==> config.mk <==
export PLATFORM = sky130hd
export DESIGN_NAME = wb_port_arbiter
export DESIGN_NICKNAME = d
export VERILOG_FILES = /design/src/rtl/wb_pkg.sv /design/src/rtl/wb_scoreboard.sv /design/src/rtl/wb_port_arbiter.sv
export SDC_FILE = /design/constraint.sdc
export NUM_CORES = 1
export LEC_CHECK = 0
export BUFFER_PORTS_ARGS = -buffer_cell sky130_fd_sc_hd__clkbuf_2
export CAP_MARGIN = 15
export CORE_AREA = 4 4 176 178
export CTS_CLUSTER_DIAMETER = 100
export CTS_CLUSTER_SIZE = 28
export DETAILED_ROUTE_END_ITERATION = 6
export DIE_AREA = 0 0 180 182
export HOLD_SLACK_MARGIN = 0.06
export PLACE_DENSITY = 0.74
export SLEW_MARGIN = 20
export SYNTH_ARGS = -nofsm -noshare
export SYNTH_HDL_FRONTEND = slang
export SYNTH_SLANG_ARGS = --single-unit
export TNS_END_PERCENT = 20
==> constraint.sdc <==
create_clock -name clk -period 3.3 [get_ports clk]
set_input_delay 0.495 -clock clk [delete_from_list [all_inputs] [get_ports clk]]
set_output_delay 0.495 -clock clk [all_outputs]
set_load 0.01 [all_outputs]
==> src/rtl/wb_pkg.sv <==
// wb_pkg: shared constants, writeback request record and port-demand helper
package wb_pkg;
  localparam int NREGS = 16;
  localparam int DW = 64;
  localparam int AW = 4;
  localparam int RSP_IDX = 4;
  localparam int RAX_IDX = 0;
  localparam int RDX_IDX = 2;
  typedef struct packed {
    logic valid;
    logic [1:0] en;
    logic [AW-1:0] dst0;
    logic [AW-1:0] dst1;
    logic [DW-1:0] data0;
    logic [DW-1:0] data1;
  } wb_req_t;
  function automatic logic [2:0] demand(wb_req_t r);
    return r.valid ? {2'b00, r.en[0]} + {2'b00, r.en[1]} : 3'd0;
  endfunction
endpackage

==> src/rtl/wb_scoreboard.sv <==
// wb_scoreboard: per-register outstanding-write counters, issue gating and sticky underflow flag
module wb_scoreboard
  import wb_pkg::*;
#(
  parameter int CNTW = 2
) (
  input  logic             clk,
  input  logic             reset_n,
  input  logic             iss_valid,
  input  logic [1:0]       iss_dst_en,
  input  logic [AW-1:0]    iss_dst0,
  input  logic [AW-1:0]    iss_dst1,
  input  logic [NREGS-1:0] iss_src_mask,
  input  logic             wp0_en,
  input  logic [AW-1:0]    wp0_addr,
  input  logic             wp1_en,
  input  logic [AW-1:0]    wp1_addr,
  output logic             iss_ready,
  output logic [NREGS-1:0] sb_busy,
  output logic             sb_err
);
  localparam logic [CNTW-1:0] MAXC = '1;
  logic [CNTW-1:0] cnt [NREGS];
  logic [NREGS-1:0] hit, dec, full, inc;
  always_comb begin
    hit = '0;
    dec = '0;
    full = '0;
    sb_busy = '0;
    for (int i = 0; i < NREGS; i++) begin
      hit[i] = (iss_dst_en[0] && iss_dst0 == AW'(i)) || (iss_dst_en[1] && iss_dst1 == AW'(i));
      dec[i] = (wp0_en && wp0_addr == AW'(i)) || (wp1_en && wp1_addr == AW'(i));
      full[i] = cnt[i] == MAXC;
      sb_busy[i] = cnt[i] != '0;
    end
  end
  assign iss_ready = ~|(iss_src_mask & sb_busy) & ~|(hit & full & ~dec);
  // duplicate destinations collapse into one allocation via the OR in hit
  assign inc = {NREGS{iss_valid & iss_ready}} & hit;
  always_ff @(posedge clk or negedge reset_n)
    if (!reset_n) begin
      for (int i = 0; i < NREGS; i++) cnt[i] <= '0;
      sb_err <= 1'b0;
    end else begin
      for (int i = 0; i < NREGS; i++)
        if (inc[i] != dec[i]) cnt[i] <= inc[i] ? cnt[i] + 1'b1 : (sb_busy[i] ? cnt[i] - 1'b1 : cnt[i]);
      sb_err <= sb_err | (|(dec & ~inc & ~sb_busy));
    end
endmodule

==> src/rtl/wb_port_arbiter.sv <==
// wb_port_arbiter: grants two writeback requesters onto two registered register-file write ports
module wb_port_arbiter
  import wb_pkg::*;
#(
  parameter int CNTW = 2
) (
  input  logic             clk,
  input  logic             reset_n,
  input  logic             a_valid,
  input  logic [1:0]       a_en,
  input  logic [AW-1:0]    a_dst0,
  input  logic [AW-1:0]    a_dst1,
  input  logic [DW-1:0]    a_data0,
  input  logic [DW-1:0]    a_data1,
  output logic             a_ready,
  input  logic             b_valid,
  input  logic [1:0]       b_en,
  input  logic [AW-1:0]    b_dst0,
  input  logic [AW-1:0]    b_dst1,
  input  logic [DW-1:0]    b_data0,
  input  logic [DW-1:0]    b_data1,
  output logic             b_ready,
  output logic             wp0_en,
  output logic             wp1_en,
  output logic [AW-1:0]    wp0_addr,
  output logic [AW-1:0]    wp1_addr,
  output logic [DW-1:0]    wp0_data,
  output logic [DW-1:0]    wp1_data,
  input  logic             iss_valid,
  input  logic [1:0]       iss_dst_en,
  input  logic [AW-1:0]    iss_dst0,
  input  logic [AW-1:0]    iss_dst1,
  input  logic [NREGS-1:0] iss_src_mask,
  output logic             iss_ready,
  output logic [NREGS-1:0] sb_busy,
  output logic             sb_err
);
  wb_req_t ra, rb;
  logic rr, ovl, conf, ga, gb;
  logic [3:0] e;
  logic [AW-1:0] sa [4];
  logic [DW-1:0] sd [4];
  logic n0_en, n1_en;
  logic [AW-1:0] n0_addr, n1_addr;
  logic [DW-1:0] n0_data, n1_data;
  assign ra = {a_valid, a_en, a_dst0, a_dst1, a_data0, a_data1};
  assign rb = {b_valid, b_en, b_dst0, b_dst1, b_data0, b_data1};
  assign ovl = (ra.en[0] & rb.en[0] & (ra.dst0 == rb.dst0)) | (ra.en[0] & rb.en[1] & (ra.dst0 == rb.dst1))
             | (ra.en[1] & rb.en[0] & (ra.dst1 == rb.dst0)) | (ra.en[1] & rb.en[1] & (ra.dst1 == rb.dst1));
  assign conf = ra.valid & rb.valid & (ovl | (demand(ra) + demand(rb) > 3'd2));
  // rr=1 hands the next conflict to B
  assign ga = ra.valid & (~conf | ~rr);
  assign gb = rb.valid & (~conf | rr);
  assign a_ready = ga;
  assign b_ready = gb;
  assign e = {gb & rb.en[1], gb & rb.en[0], ga & ra.en[1], ga & ra.en[0]};
  assign sa = '{ra.dst0, ra.dst1, rb.dst0, rb.dst1};
  assign sd = '{ra.data0, ra.data1, rb.data0, rb.data1};
  always_comb begin
    n0_en = 1'b0;
    n1_en = 1'b0;
    n0_addr = '0;
    n1_addr = '0;
    n0_data = '0;
    n1_data = '0;
    for (int i = 0; i < 4; i++)
      if (e[i] && !n0_en) begin
        n0_en = 1'b1;
        n0_addr = sa[i];
        n0_data = sd[i];
      end else if (e[i] && !n1_en) begin
        n1_en = 1'b1;
        n1_addr = sa[i];
        n1_data = sd[i];
      end
  end
  always_ff @(posedge clk or negedge reset_n)
    if (!reset_n) begin
      rr <= 1'b0;
      wp0_en <= 1'b0;
      wp1_en <= 1'b0;
      wp0_addr <= '0;
      wp1_addr <= '0;
      wp0_data <= '0;
      wp1_data <= '0;
    end else begin
      rr <= rr ^ conf;
      wp0_en <= n0_en;
      wp1_en <= n1_en;
      wp0_addr <= n0_addr;
      wp1_addr <= n1_addr;
      wp0_data <= n0_data;
      wp1_data <= n1_data;
    end
  wb_scoreboard #(.CNTW(CNTW)) u_sb (
    .clk(clk),
    .reset_n(reset_n),
    .iss_valid(iss_valid),
    .iss_dst_en(iss_dst_en),
    .iss_dst0(iss_dst0),
    .iss_dst1(iss_dst1),
    .iss_src_mask(iss_src_mask),
    .wp0_en(wp0_en),
    .wp0_addr(wp0_addr),
    .wp1_en(wp1_en),
    .wp1_addr(wp1_addr),
    .iss_ready(iss_ready),
    .sb_busy(sb_busy),
    .sb_err(sb_err)
  );
endmodule
==> Word-level counts from Yosys, hierarchy flattened <==
Cells that the tools add are included.
{ "word_totals": {"input_bits": 307, "register_bits": 172, "out_inout_bits": 158, "wordCells": 420} }
{ "classes": {"n_mux": 64, "n_eq_ne": 96, "reduce_logical": 163, "bitwise": 37, "addsub": 35, "order_cmp": 1} }
{ "op_table": {"columns": ["cell", "n"], "rows": [
  ["$mux 64", 10],
  ["$eq 4x4->1 const B", 32],
  ["$and 16x16->16", 6],
  ["$logic_and 1x1->1", 69],
  ["$mux 2", 34],
  ["$eq 4x3->1 const B", 16],
  ["$reduce_bool 2->1", 32],
  ["$not 16->16", 3],
  ["$reduce_or 16->1", 3],
  ["$mux 4", 10],
  ["$add 2x1->2 const B", 16],
  ["$eq 2x2->1 const B", 16],
  ["$eq 4x2->1 const B", 8],
  ["$logic_or 1x1->1", 32],
  ["$reduce_and 2->1", 16],
  ["$sub 2x1->2 const B", 16],
  ["$and 1x1->1", 18],
  ["$eq 4x1->1 const B", 4],
  ["$eq 4x4->1", 4],
  ["$logic_not 4->1", 4],
  ["$ne 1x1->1", 16],
  ["$mux 1", 10],
  ["$logic_not 1->1", 7],
  ["$or 1x1->1", 7],
  ["other kinds (5)", 7]
]} }

==> Longest topological paths before layout <==
{ "logic_depth": {"ltp_word": 23, "depth_mapped": 20, "depth_no_buf": 17} }

==> By module <==
A second synthesis with hierarchy kept.
{ "hier_totals": {"hier_cells": 1127, "hier_area_um2": 10417.5} }
{ "modules_own_cells": {"columns": ["mod", "n_inst", "seq_area_each_um2", "cells_per_inst", "area_per_inst_um2"], "rows": [
  ["wb_port_arbiter", 1, 3478.3, 722, 6977.9],
  ["wb_scoreboard", 1, 825.8, 405, 3439.5]
]} }

==> Worst setup path after synthesis <==
No wires, ideal clock.
{ "synth_timing": {"path_type": "input -> register", "start": "input b_en[0]", "end": "register wp1_addr[0]", "path_buffers": 3, "arrival_time_ns": 3.771, "path_stages": 20, "setup_ns": 0.083, "slack_ns": -0.554, "required_time_ns": 3.217, "cell_sequence": "ha_1 and2_1 ha_1 inv_1 fa_1 o21ai_0 a41oi_1 a31oi_1 ha_1 nand2b_1 inv_1 and3_1 clkbuf_1 nor3_1 a21oi_1 nor2_1 clkbuf_1 buf_1 nand2_1 o21ai_0"} }
{ "synth_via": {"elab_chain_cells": 23, "elab_cells_between_ends": 45, "classes_between": "2 x add/sub; 1 x order compare; 14 x mux; 18 x bitwise; 10 x reduce/logical"} }
{ "synth_lines": {"columns": ["element", "line_no", "source"], "rows": [
  ["start, declared", "wb_port_arbiter.sv:17", "input logic [1:0] b_en,"],
  ["branches (longest 5 deep; another with $add 2x2->3)", null, null],
  ["$or 1x1->1 (*)", "wb_port_arbiter.sv:50", "assign conf = ra.valid & rb.valid & (ovl | (demand(ra) + demand(rb) > 3'd2));"],
  ["$and 1x1->1 (*)", "wb_port_arbiter.sv:50", null],
  ["$not 1->1 (*)", "wb_port_arbiter.sv:52", "assign ga = ra.valid & (~conf | ~rr);"],
  ["$or 1x1->1 (*)", "wb_port_arbiter.sv:52", null],
  ["$and 1x1->1 (*)", "wb_port_arbiter.sv:52", null],
  ["named net a_ready", "wb_port_arbiter.sv:15", "output logic a_ready,"],
  ["$and 1x1->1", "wb_port_arbiter.sv:56", "assign e = {gb & rb.en[1], gb & rb.en[0], ga & ra.en[1], ga & ra.en[0]};"],
  ["(+5 left out)", null, null],
  ["$logic_and 1x1->1", "wb_port_arbiter.sv:71", "end else if (e[i] && !n1_en) begin"],
  ["$mux 1", "wb_port_arbiter.sv:71", null],
  ["$mux 1", "wb_port_arbiter.sv:67", "if (e[i] && !n0_en) begin"],
  ["$logic_not 1->1", "wb_port_arbiter.sv:71", null],
  ["$logic_and 1x1->1", "wb_port_arbiter.sv:71", null],
  ["$mux 4", "wb_port_arbiter.sv:71", null],
  ["$mux 4 (*)", "wb_port_arbiter.sv:67", null],
  ["named net n1_addr[0]", "wb_port_arbiter.sv:44", "logic [AW-1:0] n0_addr, n1_addr;"],
  ["end signal, assigned", "wb_port_arbiter.sv:91", "wp1_addr <= n1_addr;"],
  ["end, declared", "wb_port_arbiter.sv:26", "output logic [AW-1:0] wp1_addr,"]
]} }
Mark *: on every way through the listed nets, which the timed path passes.
A chain may end at the register's enable or synchronous reset.

==> Worst setup path after layout <==
{ "layout_timing": {"start": "register wp0_addr[3]", "end": "register u_sb.sb_err"} }
{ "layout_via": {"elab_chain_cells": 15, "elab_cells_between_ends": 60, "classes_between": "15 x eq/ne; 9 x bitwise; 36 x reduce/logical"} }
{ "layout_lines": {"columns": ["element", "line_no", "source"], "rows": [
  ["start, declared", "wb_port_arbiter.sv:25", "output logic [AW-1:0] wp0_addr,"],
  ["start signal, assigned", "wb_port_arbiter.sv:90", "wp0_addr <= n0_addr;"],
  ["$eq 4x1->1, or another cell as far along", "wb_scoreboard.sv:32", "dec[i] = (wp0_en && wp0_addr == AW'(i)) || (wp1_en && wp1_addr == AW'(i));"],
  ["$logic_and 1x1->1", "wb_scoreboard.sv:32", null],
  ["$logic_or 1x1->1", "wb_scoreboard.sv:32", null],
  ["$not 16->16", "wb_scoreboard.sv:37", "assign iss_ready = ~|(iss_src_mask & sb_busy) & ~|(hit & full & ~dec);"],
  ["$and 16x16->16", "wb_scoreboard.sv:37", null],
  ["$reduce_or 16->1", "wb_scoreboard.sv:37", null],
  ["$logic_not 1->1", "wb_scoreboard.sv:37", null],
  ["$and 1x1->1", "wb_scoreboard.sv:37", null],
  ["$and 1x1->1", "wb_scoreboard.sv:39", "assign inc = {NREGS{iss_valid & iss_ready}} & hit;"],
  ["$and 16x16->16", "wb_scoreboard.sv:39", null],
  ["$not 16->16", "wb_scoreboard.sv:47", "sb_err <= sb_err | (|(dec & ~inc & ~sb_busy));"],
  ["$and 16x16->16 (*) (2 in series)", "wb_scoreboard.sv:47", null],
  ["$reduce_or 16->1 (*)", "wb_scoreboard.sv:47", null],
  ["$or 1x1->1 (*)", "wb_scoreboard.sv:47", null],
  ["end signal, assigned", "wb_scoreboard.sv:47", null],
  ["end, declared", "wb_scoreboard.sv:20", "output logic sb_err"]
]} }
Mark *: on every way between the ends. The rest lies on a longest branch, timed or not.

==> flow_metrics.py <==
metrics = {
    "critical_path": {
        "crit_chain": "buf_4, and2b_4, a221oi_1, a22oi_2, buf_4, nand4_4, or4_4, ha_1, a22oi_2, buf_4, nand4_1, a2111o_1",
        "crit_arrival_ns": 3.62,
        "slowest_delay_ns": 0.57,
        "cp-start-kind": "register",
        "worstSetupPathType": "register to register",
        "cp_common_cell": "buf_4",
        "reg2regPathDepth": 12,
        "critPathCaptureType": "register",
        "crit_fanout": 5,
        "critPathRequiredTime_ns": 3.61,
        "slowest_stage": "or4_4",
    },
    "layout": {
        "layout-drive-gt1-share": 0.474,
        "post-route-util": 0.515,
        "final_cell_area_sq_um": 15100,
        "layout_common_cells": "458 x clkbuf_2, 183 x nand2_1, 164 x dfrtp_1, 162 x buf_4, 74 x a22oi_1",
        "final_common_cell": "clkbuf_2",
        "area_delta_synth_final_pct": 53.1,
        "final_cell_count_no_fill": 2065,
        "nets": 1986,
    },
    "synthesis": {
        "ys_seq_area_frac": 0.435,
        "synth-compound-area-share": 0.258,
        "yosysUniqueCellTypes": 52,
        "synth_warnings": 0,
        "syn_nets": 1403,
        "synth_edf_count": 0,
        "muxShareOfSynthArea": 0.0152,
        "synthAdderAreaFrac": 0.0296,
        "yosys.area_share.simple": 0.189,
        "synth_area_sq_um": 9890,
        "async_flop_share": 1.00,
        "synth_top_family_by_area": "compound AO/OA/AOI/OAI gates",
        "ys_seq_elements": 172,
        "syn_inst": 1074,
        "synth_top_flop_cell": "dfrtp_1",
        "synth_xor_xnor_area_share": 0.0283,
        "syn_avg_cell_area_sq_um": 9.21,
    },
    "status": {
        "status": "finished, violations left",
        "violations": "DRC, setup timing",
    },
    "global_routing": {
        "antenna_found_initial": 5,
        "grt_use_total": 0.264,
        "overflow": 0,
        "grt_pass1_wl_um": 68000,
        "grt_pass1_vias": 11500,
        "grt_max_degree": 73,
    },
    "detailed_routing": {
        "vias": 11900,
        "drt_iter0_markers": 1597,
        "first_pass_iters": 7,
        "drcViolationCount": 2,
        "totalWireLength_um": 47100,
        "vias_per_cell": 5.75,
        "wl_per_cell_um": 22.8,
        "detail-route-antenna-nets": 0,
    },
    "pwr": {
        "irDropWorstVdd_mv": 0.303,
        "p_leak_uw": 0.00752,
        "p_per_area_nw_per_um2": 466,
    },
    "die": {
        "core_region_area_sq_um": 29400,
        "die_height_um": 182,
        "io_pins": 465,
        "fp.dieW_um": 180,
        "row_count": 63,
        "dieArea_sq_um": 32800,
        "initial_core_util": 0.336,
    },
    "placement": {
        "gp_congestion": 0.984,
        "hpwl_um": 35500,
        "dpl_cell_area_sq_um": 13800,
        "dp.cells": 1998,
        "portBuffers": 464,
        "dp_slack_ns": -0.541,
    },
    "sta": {
        "final-max-slew-violation-count": 0,
        "timing_hold_violations_final": 0,
        "period_minus_slack_ns": 3.31,
        "worst_slew_pin_slew_ns": 0.703,
        "timing.fmax_mhz": 302,
        "slew-limit-headroom": 0.531,
        "fin_ws_ns": -0.00962,
        "fin_crit_sh": 1.00,
        "setup_viol": 1,
        "skew_ns": 0.00978,
        "holdWs_ns": 0.0423,
        "rsz0062_at_grt": "true",
    },
    "clock_network": {
        "clockBufferDepth": 2,
        "clock_latency_ns": 0.43,
        "h-tree-depth": 4,
        "path_clk_slew_ns": 0.07,
        "cts_hold_buf": 0,
        "cts_buffers": 17,
        "clockRootBuffer": "clkbuf_16",
        "cts_tree": "done",
        "cts.sink_count": 172,
    },
    "job": {
        "drv_cap": 0,
    },
    "hold_path": {
        "worstHoldPathType": "primary input to asynchronous set/reset pin",
    },
}
-- worst max-delay path, delay by kind of cell (launching register included) --
kind,cells,cell delay [ns]
buf+inv,3,0.48
flops,1,0.44
fa+ha+maj,1,0.23
simple gates,4,1.17
compound gates,4,0.86
-- where the power goes --
group          leakage (uW)  switching (uW)  internal [uW]
Clock              0.000293             966           1170
Combinational       0.00503            1280           1040
Sequential          0.00219             214           2400
Total               0.00752            2460           4610
-- synth_stat cells (6+ instances only) --
cell type | count | area [sq um]
a211o_1 | 15 | 131
a21oi_1 | 43 | 215
a221oi_1 | 15 | 131
a222oi_1 | 67 | 671
a22o_1 | 9 | 78.8
a22oi_1 | 85 | 638
and2_1 | 6 | 37.5
buf_1 | 6 | 22.5
buf_2 | 13 | 65.1
clkbuf_1 | 67 | 251
dfrtp_1 | 172 | 4300
ha_1 | 21 | 263
inv_1 | 22 | 82.6
mux2i_1 | 15 | 150
nand2_1 | 186 | 698
nand2b_1 | 23 | 144
nand3_1 | 6 | 30.0
nand3b_1 | 7 | 52.6
nand4_1 | 24 | 150
nor2_1 | 51 | 191
nor4b_2 | 10 | 150
o21ai_0 | 90 | 450
o22ai_1 | 21 | 131
or4_1 | 15 | 113
xor2_1 | 28 | 245
-- what timing repair did --
item / CTS / global route
setup buffers: 5 / 18
gates cloned: 1 / 7
pin swaps: 9 / 35
resized for setup: 29 / 76
endpoints found under the setup margin: 27 / 133
-- per-layer routing --
layer | global-route usage | share of wire | up-vias
met5 | 0 | 0 | -
met4 | 0.126 | 0.059 | 0
met3 | 0.0591 | 0.093 | 160
met2 | 0.436 | 0.48 | 787
met1 | 0.330 | 0.37 | 5666
li1 | - | - | 5253
-- cell families (layout without fill, tap and decap cells) --
kind of cell,after synthesis,in the layout
AND/OR/NAND/NOR,365,368
AO/OA/AOI/OAI,355,355
flip-flops,172,172
buffers and inverters,112,705
XOR/XNOR,32,32
adder cells (fa/ha/maj),23,23
multiplexers,15,15
other,0,5
-- flip-flops by register name (all words and copies together), names as in the netlist --
name / count
wp1_data: 64
wp1_en: 1
rr: 1
wp1_addr: 4
wp0_data: 64
u_sb.cnt: 32
wp0_en: 1
u_sb.sb_err: 1
wp0_addr: 4
-- worst paths after layout --
check	from	slack [ns]	to
max in group asynchronous	reset_n	2.31	u_sb.sb_err
worst min-delay path	reset_n	0.04	u_sb.cnt[12]
worst max-delay path	wp0_addr[3]	-0.01	u_sb.sb_err
worst min register to register	u_sb.sb_err	0.54	u_sb.sb_err
worst max register to register	wp0_addr[3]	-0.01	u_sb.sb_err
min in group clk	b_data1[24]	0.27	wp0_data[24]
-- per-stage QoR --
stage	setup TNS, ns	power (uW)
after floorplan	-10.33	3620
after global placement	-35.39	4740
after detailed placement	-55.02	4800
after CTS	-0.0120	6960
after global routing	-0.266	7400
final	-0.00962	7060
-- cell type report --
cell class / count / area, sq um
well taps: 390 / 488
diodes: 5 / 12.5
flip-flops and latches: 172 / 4310
fillers: 2722 / 14300
clock buffers: 18 / 439
multi-input cells: 793 / 5530
clock inverters: 14 / 176
repair buffers: 651 / 4090
inverters: 22 / 85.1
Power figures use the tool's default switching activity.
